## config.mk

```make
export PLATFORM = sky130hd
export DESIGN_NAME = fetch_pc
export DESIGN_NICKNAME = d
export VERILOG_FILES = /design/src/rtl/fetch_pc.sv
export SDC_FILE = /design/constraint.sdc
export NUM_CORES = 1
export LEC_CHECK = 0
export CORE_MARGIN = 2
export CORE_UTILIZATION = 56
export DETAILED_ROUTE_END_ITERATION = 6
export DONT_BUFFER_PORTS = 1
export HOLD_SLACK_MARGIN = 0.02
export PLACE_DENSITY = 0.73
export SLEW_MARGIN = 30
export SYNTH_ARGS = -nofsm -noshare
export SYNTH_HDL_FRONTEND = slang
export SYNTH_SLANG_ARGS = --single-unit
```

## constraint.sdc

```tcl
create_clock -name clk -period 4.8 [get_ports clk]
set_clock_uncertainty 0.2 [all_clocks]
set_input_delay 0.96 -clock clk [delete_from_list [all_inputs] [get_ports clk]]
set_output_delay 0.96 -clock clk [all_outputs]
set_load 0.005 [all_outputs]
```

## src/rtl/fetch_pc.sv

```systemverilog
// Program counter and instruction-fetch request stage. It sources pc+4 for the
// PC-select mux, runs the imem req/gnt/rvalid handshake and presents each fetched word to decode.
//
// state | meaning
// IDLE  | parked, no request outstanding
// REQ   | imem_req asserted at pc, waiting for grant
// WAIT  | granted, waiting for read data
// HOLD  | instruction presented to decode (inst_valid)
module fetch_pc #(
   parameter int          XLEN     = 32,
   parameter logic [31:0] RESET_PC = 32'h0000_0000
) (
   input  logic            clk,
   input  logic            rst,
   input  logic            en,
   input  logic            redirect,
   input  logic [XLEN-1:0] next_pc,
   output logic [XLEN-1:0] seq_pc,
   output logic            imem_req,
   output logic [XLEN-1:0] imem_addr,
   input  logic            imem_gnt,
   input  logic            imem_rvalid,
   input  logic [XLEN-1:0] imem_rdata,
   output logic            inst_valid,
   input  logic            inst_ready,
   output logic [XLEN-1:0] inst_pc,
   output logic [XLEN-1:0] inst_data
);

   typedef enum logic [1:0] {IDLE, REQ, WAIT, HOLD} state_t;

   state_t            r_state, w_state_nxt;
   logic [XLEN-1:0]   r_pc, w_pc_nxt;
   logic              r_kill, w_kill_nxt;
   logic              w_capture;
   logic [XLEN-1:0]   r_inst_pc, r_inst_data;

   always_ff @(posedge clk or posedge rst) begin
      if (rst) begin
         r_state     <= IDLE;
         r_pc        <= RESET_PC[XLEN-1:0];
         r_kill      <= 1'b0;
         r_inst_pc   <= '0;
         r_inst_data <= '0;
      end else begin
         r_state <= w_state_nxt;
         r_pc    <= w_pc_nxt;
         r_kill  <= w_kill_nxt;
         if (w_capture) begin
            r_inst_pc   <= r_pc;
            r_inst_data <= imem_rdata;
         end
      end
   end

   always_comb begin
      w_state_nxt = r_state;
      w_pc_nxt    = r_pc;
      w_kill_nxt  = r_kill;
      w_capture   = 1'b0;
      unique case (r_state)
         IDLE: begin
            if (redirect) w_pc_nxt = next_pc;
            if (en) w_state_nxt = REQ;
         end
         REQ: begin
            if (redirect) w_pc_nxt = next_pc;
            if (imem_gnt) begin
               w_state_nxt = WAIT;
               // A redirect on the grant cycle orphans the granted fetch.
               if (redirect) w_kill_nxt = 1'b1;
            end
         end
         WAIT: begin
            if (redirect) begin
               w_pc_nxt = next_pc;
               if (imem_rvalid) begin
                  w_kill_nxt  = 1'b0;
                  w_state_nxt = REQ;
               end else begin
                  w_kill_nxt = 1'b1;
               end
            end else if (imem_rvalid) begin
               if (r_kill) begin
                  w_kill_nxt  = 1'b0;
                  w_state_nxt = REQ;
               end else begin
                  w_capture   = 1'b1;
                  w_state_nxt = HOLD;
               end
            end
         end
         HOLD: begin
            if (redirect) begin
               w_pc_nxt    = next_pc;
               w_state_nxt = REQ;
            end else if (inst_ready) begin
               w_pc_nxt    = next_pc;
               w_state_nxt = en ? REQ : IDLE;
            end
         end
         default: w_state_nxt = IDLE;
      endcase
   end

   assign seq_pc     = r_pc + XLEN'(4);
   assign imem_req   = (r_state == REQ);
   assign imem_addr  = r_pc;
   assign inst_valid = (r_state == HOLD);
   assign inst_pc    = r_inst_pc;
   assign inst_data  = r_inst_data;

endmodule

```

Yosys cells after proc, flatten, opt, wreduce, memory -nomap -nowiden

Index checks and enable logic that the tools add are counted.

Register bits after elaboration: 99
Bits in latches: 0
Bits in writable memories: 0
ROM bits: 0
Bits of input ports: 71
Output and inout port bits: 130
Word-level logic and storage cells: 46
Memories kept: 0

Add/sub/neg operators: 1
$mul: 0
Div/mod/pow operators: 0
Order comparisons: 0
Equality and inequality tests: 10
Shift-type cells: 0
Muxes and demuxes: 24
Bitwise operators: 0
Reductions and logical operators: 6

Operators by type and width:

| cell                                                   | count |
|---|---|
| 2-to-1 mux 32 bit                                      | 3 |
| one-hot mux 32 bit (2 select lines)                    | 1 |
| adder 32 x 3 -> 32 bit (second input constant)         | 1 |
| 2-to-1 mux 2 bit                                       | 8 |
| 2-to-1 mux 1 bit                                       | 10 |
| one-hot mux 2 bit (4 select lines)                     | 1 |
| AND reduction 4 bit                                    | 2 |
| inequality test 2 bit (second input constant)          | 3 |
| equality test 2 bit (second input constant)            | 2 |
| inequality test 2 x 1 -> 1 bit (second input constant) | 2 |
| inequality test 3 x 2 -> 1 bit (second input constant) | 1 |
| inequality test 3 bit (second input constant)          | 1 |
| OR reduction 3 bit                                     | 1 |
| equality test 2 x 1 -> 1 bit (second input constant)   | 1 |
| logical NOT 2 bit                                      | 1 |
| one-hot mux 1 bit (2 select lines)                     | 1 |
| AND reduction 2 bit                                    | 1 |
| nonzero test 2 bit                                     | 1 |

Depth between registers and ports, before layout

Gate-level depths: netlist (run 1).

Depth in word-level cells: 4
Gate-level depth with buffers: 6
Depth with buffers taken out: 5

Worst setup path before layout (run 1)

OpenSTA, ideal clock, no wires.

Path kind: register to output
From: reg r_pc[10], in the netlist imem_addr[10]
To: out seq_pc[31]
Data arrival time: 1.683 ns
Data required time: 3.640 ns
Path slack: 1.957 ns
Stages on the path, launching flop included: 6
Buffers on the path: 1
Cell sequence: dfrtp_1 -> nand4_2 -> or4_1 -> buf_6 -> nor4_4 -> xor2_1

Word-level cells in the longest chain between the ends: 1

Ends and longest elaborated chain:

| item                   | RTL line | source |
|---|---|---|
| from (decl)            | 33       | `logic [XLEN-1:0] r_pc, w_pc_nxt;` |
| from (signal assigned) | 41       | `r_pc <= RESET_PC[XLEN-1:0];` |
| from (signal assigned) | 47       | `r_pc <= w_pc_nxt;` |
| adder 32 x 3 -> 32 bit | 106      | `assign seq_pc = r_pc + XLEN'(4);` |
| to (decl)              | 18       | `output logic [XLEN-1:0] seq_pc,` |

Every way passes these cells.

Worst setup path after layout (run 1)

From: reg r_pc[11], in the netlist imem_addr[11]
To: out seq_pc[31]

Same word-level chain as after synthesis.

==> flow_results.xml, run 1 <==
<?xml version="1.0" encoding="UTF-8"?>
<metrics>
  <group name="run_status">
    <metric name="outcome" unit="">completed</metric>
  </group>
  <group name="setup_path">
    <metric name="worstPathRequired" unit="ps">3640</metric>
    <metric name="crit_path_max_fanout" unit="">8</metric>
    <metric name="crit_type" unit="">reg2out</metric>
    <metric name="ordered_list_of_cells_on_the_worst_path" unit="">nand4_2 -&gt; or4_1 -&gt; nor4_4 -&gt; xor2_1</metric>
    <metric name="launching_element_type_of_the_critical_path" unit="">flop</metric>
    <metric name="timing.critical_path.max_delay_family" unit="">simple AND/OR/NAND/NOR gates</metric>
    <metric name="crit_path_end_kind" unit="">primary output</metric>
    <metric name="delay_of_the_slowest_critical_path_stage" unit="ps">770</metric>
    <metric name="critical_path.slowest_cell" unit="">or4_1</metric>
    <metric name="cp.buffers_inverters" unit="">0</metric>
    <metric name="critical_path_arrival" unit="ps">2380</metric>
  </group>
  <group name="routing">
    <metric name="drt-wirelength-per-cell" unit="microns">20.2</metric>
    <metric name="detailedRoute.firstPassIterationCount" unit="">6</metric>
    <metric name="route.detailed.drc" unit="">0</metric>
    <metric name="drt_iter0_drc" unit="">91</metric>
    <metric name="vias" unit="">2491</metric>
    <metric name="route.antenna.remaining_nets" unit="">0</metric>
    <metric name="vias_per_cell" unit="">5.83</metric>
    <metric name="postRouteWirelength" unit="microns">8610</metric>
  </group>
  <group name="synthesis">
    <metric name="synth-edff-count" unit="">0</metric>
    <metric name="synth-seq-area-share" unit="%">57.4</metric>
    <metric name="synthCells" unit="">322</metric>
    <metric name="ys_dominant_reg_cell" unit="">dfrtp_1</metric>
    <metric name="yosys_warnings" unit="">0</metric>
    <metric name="post_synth.cell_area_avg" unit="sq um">13.4</metric>
    <metric name="synth_nets" unit="">394</metric>
    <metric name="synth.cell_area" unit="sq mm">0.00431</metric>
    <metric name="flops_latches_synth" unit="">99</metric>
    <metric name="yosysUniqueCellTypes" unit="">35</metric>
    <metric name="async_flop_share" unit="%">100</metric>
  </group>
  <group name="power_and_ir_drop">
    <metric name="cellLeakagePower" unit="nW">2.14</metric>
    <metric name="p_per_area" unit="mW/mm^2">529</metric>
    <metric name="max_vdd_drop" unit="mV">0.307</metric>
  </group>
  <group name="clocking">
    <metric name="worst_skew_pair_later_pin_latency" unit="ps">350</metric>
    <metric name="post_cts.repair.setup_buffers" unit="">0</metric>
    <metric name="cts_buffers" unit="">9</metric>
    <metric name="cts.clk_slew.worst_paths" unit="ps">90</metric>
    <metric name="tritoncts_clock_tree" unit="">built</metric>
    <metric name="ctsRootBufferMaster" unit="">clkbuf_8</metric>
    <metric name="cts-htree-levels" unit="">3</metric>
    <metric name="cts_num_sinks" unit="">99</metric>
    <metric name="cts_hold_buf" unit="">0</metric>
    <metric name="cts_repair_resize_count" unit="">0</metric>
    <metric name="max-clock-path-buffers" unit="">2</metric>
  </group>
  <group name="floorplan">
    <metric name="core_region_area" unit="sq mm">0.00761</metric>
    <metric name="die_w" unit="microns">91.8</metric>
    <metric name="initial_core_util" unit="%">56.7</metric>
    <metric name="design.portCount" unit="">201</metric>
    <metric name="die-area" unit="sq mm">0.00842</metric>
    <metric name="core.rowCount" unit="">32</metric>
    <metric name="die-height" unit="microns">91.8</metric>
  </group>
  <group name="placement">
    <metric name="placement.io_buffers" unit="">0</metric>
    <metric name="minimum_setup_slack_after_placement" unit="ps">1620</metric>
    <metric name="gpl.final_weighted_congestion" unit="">0.756</metric>
    <metric name="post-dp-hpwl" unit="microns">6330</metric>
  </group>
  <group name="grt">
    <metric name="gr-total-overflow" unit="">0</metric>
    <metric name="first_global_vias" unit="">2483</metric>
    <metric name="wire_length_of_the_first_global_routing_pass" unit="microns">13500</metric>
    <metric name="grt_start_max_net_pins" unit="">64</metric>
    <metric name="grt_util_all_layers" unit="%">20.6</metric>
    <metric name="initial_antenna_violation_count" unit="">0</metric>
  </group>
  <group name="finish">
    <metric name="finalNetCount" unit="">393</metric>
    <metric name="area_growth_syn_to_layout" unit="%">7.63</metric>
    <metric name="insertedDiodeCount" unit="">0</metric>
    <metric name="drive_gt1_share" unit="%">32.9</metric>
  </group>
  <group name="sta">
    <metric name="final_hold_viol_count" unit="">0</metric>
    <metric name="highest_attainable_clock_frequency" unit="MHz">282</metric>
    <metric name="worst_slack" unit="ps">1260</metric>
    <metric name="slew_headroom" unit="%">50.2</metric>
    <metric name="final-max-slew-violation-count" unit="">0</metric>
    <metric name="finalHoldWorstSlack" unit="ps">325</metric>
    <metric name="finalSetupViolations" unit="">0</metric>
    <metric name="final.setup.tns" unit="ps">0</metric>
    <metric name="finalCritPeriodShare" unit="%">73.8</metric>
    <metric name="fin_crit" unit="ps">3540</metric>
    <metric name="rsz0062_at_grt" unit="">no</metric>
    <metric name="tightest_slew" unit="ps">746</metric>
  </group>
  <group name="min_path">
    <metric name="min_path_type" unit="">reg2reg</metric>
  </group>
  <group name="run">
    <metric name="timing.max_cap.violations" unit="">0</metric>
  </group>
</metrics>
synthesized netlist by cell type, types with 2 or more instances:
library cell  instances  area, sq um
nor3_1                4         20.0
nor4_1                2         12.5
xor2_1               15          131
nor2b_1               3         18.8
clkbuf_1              4         15.0
or4_1                 3         22.5
buf_4                 2         15.0
o21ai_0              11         55.1
mux2_2               79          890
xnor2_1              13          114
nand4_1               6         37.5
inv_1                10         37.5
and3_1                2         12.5
or2_2                 2         12.5
nand2_1              19         71.3
nor3_2                2         20.0
dfrtp_1              99         2480
nor2_1               10         37.5
mux2_1               10          113
buf_2                 8         40.0
nand3_1               4         20.0
state kept, by name (all words and copies together) (netlist names):
signal     count
imem_addr     32
inst_data     32
inst_pc       32
r_state        2
r_kill         1
logic make-up (layout without fill, tap and decap cells):
kind of cell               count (synthesis)  after routing  synth area share (%)
xor gates and xnor gates                  28             28                  5.69
and+or+nand+nor                           64             64                  8.47
DFF                                       99             99                  57.4
adders and majority gates                  1              1                 0.290
AOI/OAI and AO/OA                         16             16                  2.12
buffers and inverters                     25             28                  2.76
muxes                                     89             89                  23.2
area by class of cell:
| type | count | area (sq um) |
|---|---|---|
| fillers | 611 | 2970 |
| repair buffers | 3 | 42.5 |
| flip-flops and latches | 99 | 2480 |
| clock buffers | 11 | 151 |
| well taps | 102 | 128 |
| inverters | 10 | 40.0 |
| clock inverters | 4 | 73.8 |
| multi-input cells | 198 | 1730 |
routing by layer:
metal  track usage, %  vias up  share of wire, %
li1                 -     1112                 -
met1             25.2     1244                38
met2             33.2      129                50
met3             9.37        6               9.7
met4             5.60        0               1.3
met5                0        -                 0
per-stage QoR:
step	utilization, %	power [mW]	cells	cell area, sq um
6_report	61.0	2.46	427	4640
4_1_cts	61.0	2.49	427	4640
5_1_grt	61.0	2.60	427	4640
2_1_floorplan	-	1.74	322	4310
3_3_place_gp	57.7	1.86	411	4390
3_5_place_dp	58.1	1.90	412	4420
worst paths after layout:
check	startpoint	to	slack (ps)	depth (start not counted)
worst max register to register	r_state[1]$_DFFE_PP0P_	inst_pc[31]$_DFFE_PP0P_	2140	4
worst min register to register	inst_data[24]$_DFFE_PP0P_	inst_data[24]$_DFFE_PP0P_	320	1
max in group asynchronous	rst	inst_pc[5]$_DFFE_PP0P_	3030	2
worst min-delay path	inst_data[24]$_DFFE_PP0P_	inst_data[24]$_DFFE_PP0P_	320	1
min in group asynchronous	rst	inst_data[18]$_DFFE_PP0P_	410	1
worst max-delay path	imem_addr[11]$_DFFE_PP0P_	seq_pc[31]	1260	4
power breakdown:
| group | switching (mW) | internal, mW |
|---|---|---|
| clock | 0.265 | 0.319 |
| sequential | 0.297 | 1.12 |
| combinational | 0.188 | 0.266 |
layout by cell type (no fill, tap or decap), types with 9 or more instances in the layout:
master	n
o21ai_0	11
clkbuf_8	11
mux2_2	79
mux2_1	10
nand2_1	19
xor2_1	15
nor2_1	10
dfrtp_1	99
inv_1	9
xnor2_1	13
(Power assumes the default switching activity.)
==> run 2, diff against run 1 <==
clock period = 3.6 ns   (was 4.8 ns; I/O delays follow)
==> flow_results.xml, run 2 (synthesis gave the netlist of run 1 again) <==
<?xml version="1.0" encoding="UTF-8"?>
<metrics>
  <group name="clocking">
    <metric name="cts.clk_slew.worst_paths" unit="ps">100</metric>
    <metric name="worst_skew_pair_later_pin_latency" unit="ps">350</metric>
    <metric name="ctsRootBufferMaster" unit="">clkbuf_8</metric>
    <metric name="max-clock-path-buffers" unit="">2</metric>
    <metric name="cts_repair_resize_count" unit="">0</metric>
    <metric name="cts-htree-levels" unit="">3</metric>
    <metric name="tritoncts_clock_tree" unit="">built</metric>
    <metric name="post_cts.repair.setup_buffers" unit="">0</metric>
    <metric name="cts_buffers" unit="">9</metric>
    <metric name="cts_num_sinks" unit="">99</metric>
    <metric name="cts_hold_buf" unit="">0</metric>
  </group>
  <group name="sta">
    <metric name="worst_slack" unit="ps">304</metric>
    <metric name="final-max-slew-violation-count" unit="">0</metric>
    <metric name="rsz0062_at_grt" unit="">no</metric>
    <metric name="fin_crit" unit="ps">3300</metric>
    <metric name="finalSetupViolations" unit="">0</metric>
    <metric name="highest_attainable_clock_frequency" unit="MHz">303</metric>
    <metric name="final_hold_viol_count" unit="">0</metric>
    <metric name="finalHoldWorstSlack" unit="ps">168</metric>
    <metric name="final.setup.tns" unit="ps">0</metric>
    <metric name="slew_headroom" unit="%">49.1</metric>
    <metric name="finalCritPeriodShare" unit="%">91.6</metric>
    <metric name="tightest_slew" unit="ps">764</metric>
  </group>
  <group name="floorplan">
    <metric name="design.portCount" unit="">201</metric>
    <metric name="die_w" unit="microns">91.8</metric>
    <metric name="core.rowCount" unit="">32</metric>
    <metric name="die-height" unit="microns">91.8</metric>
    <metric name="die-area" unit="sq mm">0.00842</metric>
    <metric name="core_region_area" unit="sq mm">0.00761</metric>
    <metric name="initial_core_util" unit="%">56.7</metric>
  </group>
  <group name="setup_path">
    <metric name="cp.buffers_inverters" unit="">0</metric>
    <metric name="crit_path_max_fanout" unit="">8</metric>
    <metric name="timing.critical_path.max_delay_family" unit="">simple AND/OR/NAND/NOR gates</metric>
    <metric name="timing.reg2reg.setup_slack" unit="ps">1020</metric>
    <metric name="crit_path_end_kind" unit="">primary output</metric>
    <metric name="ordered_list_of_cells_on_the_worst_path" unit="">nand4_2 -&gt; or4_1 -&gt; nor4_4 -&gt; xor2_1</metric>
    <metric name="critical_path.slowest_cell" unit="">or4_1</metric>
    <metric name="critical_path_arrival" unit="ps">2380</metric>
    <metric name="critical_path.startpoint" unit="">imem_addr[11]$_DFFE_PP0P_</metric>
    <metric name="launching_element_type_of_the_critical_path" unit="">flop</metric>
    <metric name="crit-reg2reg-capture" unit="">inst_data[4]$_DFFE_PP0P_</metric>
    <metric name="crit_path_end" unit="">seq_pc[31]</metric>
    <metric name="path_depth" unit="">4</metric>
    <metric name="worstReg2RegStart" unit="">r_state[1]$_DFFE_PP0P_</metric>
    <metric name="delay_of_the_slowest_critical_path_stage" unit="ps">770</metric>
    <metric name="crit_type" unit="">reg2out</metric>
    <metric name="worst-r2r-cell-count" unit="">4</metric>
    <metric name="worstPathRequired" unit="ps">2680</metric>
  </group>
  <group name="finish">
    <metric name="layout.cells.most_common_list" unit="">dfrtp_1 (99), mux2_2 (79), nand2_1 (19)</metric>
    <metric name="area_growth_syn_to_layout" unit="%">7.86</metric>
    <metric name="mostFrequentLayoutCell" unit="">dfrtp_1</metric>
    <metric name="insertedDiodeCount" unit="">0</metric>
    <metric name="finalNetCount" unit="">396</metric>
    <metric name="drive_gt1_share" unit="%">33.7</metric>
    <metric name="finalNonFillerCells" unit="">431</metric>
    <metric name="final_core_util" unit="%">61.2</metric>
    <metric name="final_area" unit="sq mm">0.00465</metric>
    <metric name="final.fill_count" unit="">605</metric>
  </group>
  <group name="grt">
    <metric name="wire_length_of_the_first_global_routing_pass" unit="microns">13500</metric>
    <metric name="grt_util_all_layers" unit="%">20.5</metric>
    <metric name="grt_start_max_net_pins" unit="">66</metric>
    <metric name="initial_antenna_violation_count" unit="">0</metric>
    <metric name="first_global_vias" unit="">2609</metric>
    <metric name="gr-total-overflow" unit="">0</metric>
  </group>
  <group name="routing">
    <metric name="vias_per_cell" unit="">5.76</metric>
    <metric name="route.detailed.drc" unit="">0</metric>
    <metric name="postRouteWirelength" unit="microns">8600</metric>
    <metric name="drt_iter0_drc" unit="">70</metric>
    <metric name="detailedRoute.firstPassIterationCount" unit="">4</metric>
    <metric name="route.antenna.remaining_nets" unit="">0</metric>
    <metric name="drt-wirelength-per-cell" unit="microns">20.0</metric>
    <metric name="vias" unit="">2484</metric>
  </group>
  <group name="run">
    <metric name="timing.max_cap.violations" unit="">0</metric>
  </group>
  <group name="placement">
    <metric name="post-dp-hpwl" unit="microns">6360</metric>
    <metric name="placement.io_buffers" unit="">0</metric>
    <metric name="dpl-instance-area" unit="sq mm">0.00442</metric>
    <metric name="dp.cells" unit="">415</metric>
    <metric name="gpl.final_weighted_congestion" unit="">0.749</metric>
    <metric name="minimum_setup_slack_after_placement" unit="ps">670</metric>
  </group>
  <group name="run_status">
    <metric name="outcome" unit="">completed</metric>
  </group>
  <group name="power_and_ir_drop">
    <metric name="post-layout-total-power" unit="mW">3.29</metric>
    <metric name="cellLeakagePower" unit="nW">2.15</metric>
    <metric name="max_vdd_drop" unit="mV">0.300</metric>
    <metric name="p_per_area" unit="mW/mm^2">707</metric>
  </group>
  <group name="min_path">
    <metric name="min_path_type" unit="">in2async</metric>
  </group>
</metrics>
-- run 2: worst register-to-register path: stages, from the launching register on --
cell	delay, ps
dfrtp_1	470
nand2_1	120
or4_2	940
buf_4	380
mux2_1	350
-- run 2: per-layer routing --
layer | routed length (microns) | vias to the layer above | GRT usage (%)
li1 | - | 1114 | -
met2 | 4410 | 118 | 33.9
met1 | 3360 | 1242 | 24.2
met3 | 722 | 10 | 8.38
met4 | 110 | 0 | 7.09
met5 | 0 | - | 0
-- run 2: area by class of cell --
type                            count  area [sq um]  share of cell area, %
Multi-Input combinational cell    198          1730                   37.2
Clock buffer                       10           138                   2.96
Tap cell                          102           128                   2.74
Inverter                           10          40.0                  0.861
Clock inverter                      6          95.1                   2.04
Timing Repair Buffer                6          45.0                  0.968
Sequential cell                    99          2480                   53.3
-- run 2: how the worst min path moves through the flow --
| stage | from | to | slack, ps | depth (start not counted) |
|---|---|---|---|---|
| 3_3_place_gp | r_kill$_DFFE_PP0P_ | r_kill$_DFFE_PP0P_ | 290 | 1 |
| 6_report | rst | inst_data[19]$_DFFE_PP0P_ | 170 | 1 |
| 4_1_cts | rst | inst_data[19]$_DFFE_PP0P_ | 200 | 1 |
| 3_5_place_dp | r_kill$_DFFE_PP0P_ | r_kill$_DFFE_PP0P_ | 310 | 1 |
| 5_1_grt | rst | inst_data[19]$_DFFE_PP0P_ | 220 | 1 |
| 2_1_floorplan | r_kill$_DFFE_PP0P_ | r_kill$_DFFE_PP0P_ | 270 | 1 |
-- run 2: power breakdown --
group / leakage [nW] / total (mW) / switching [mW] / internal, mW
combinational: 0.770 / 0.600 / 0.251 / 0.348
sequential: 1.26 / 1.89 / 0.394 / 1.49
clock: 0.118 / 0.800 / 0.381 / 0.419
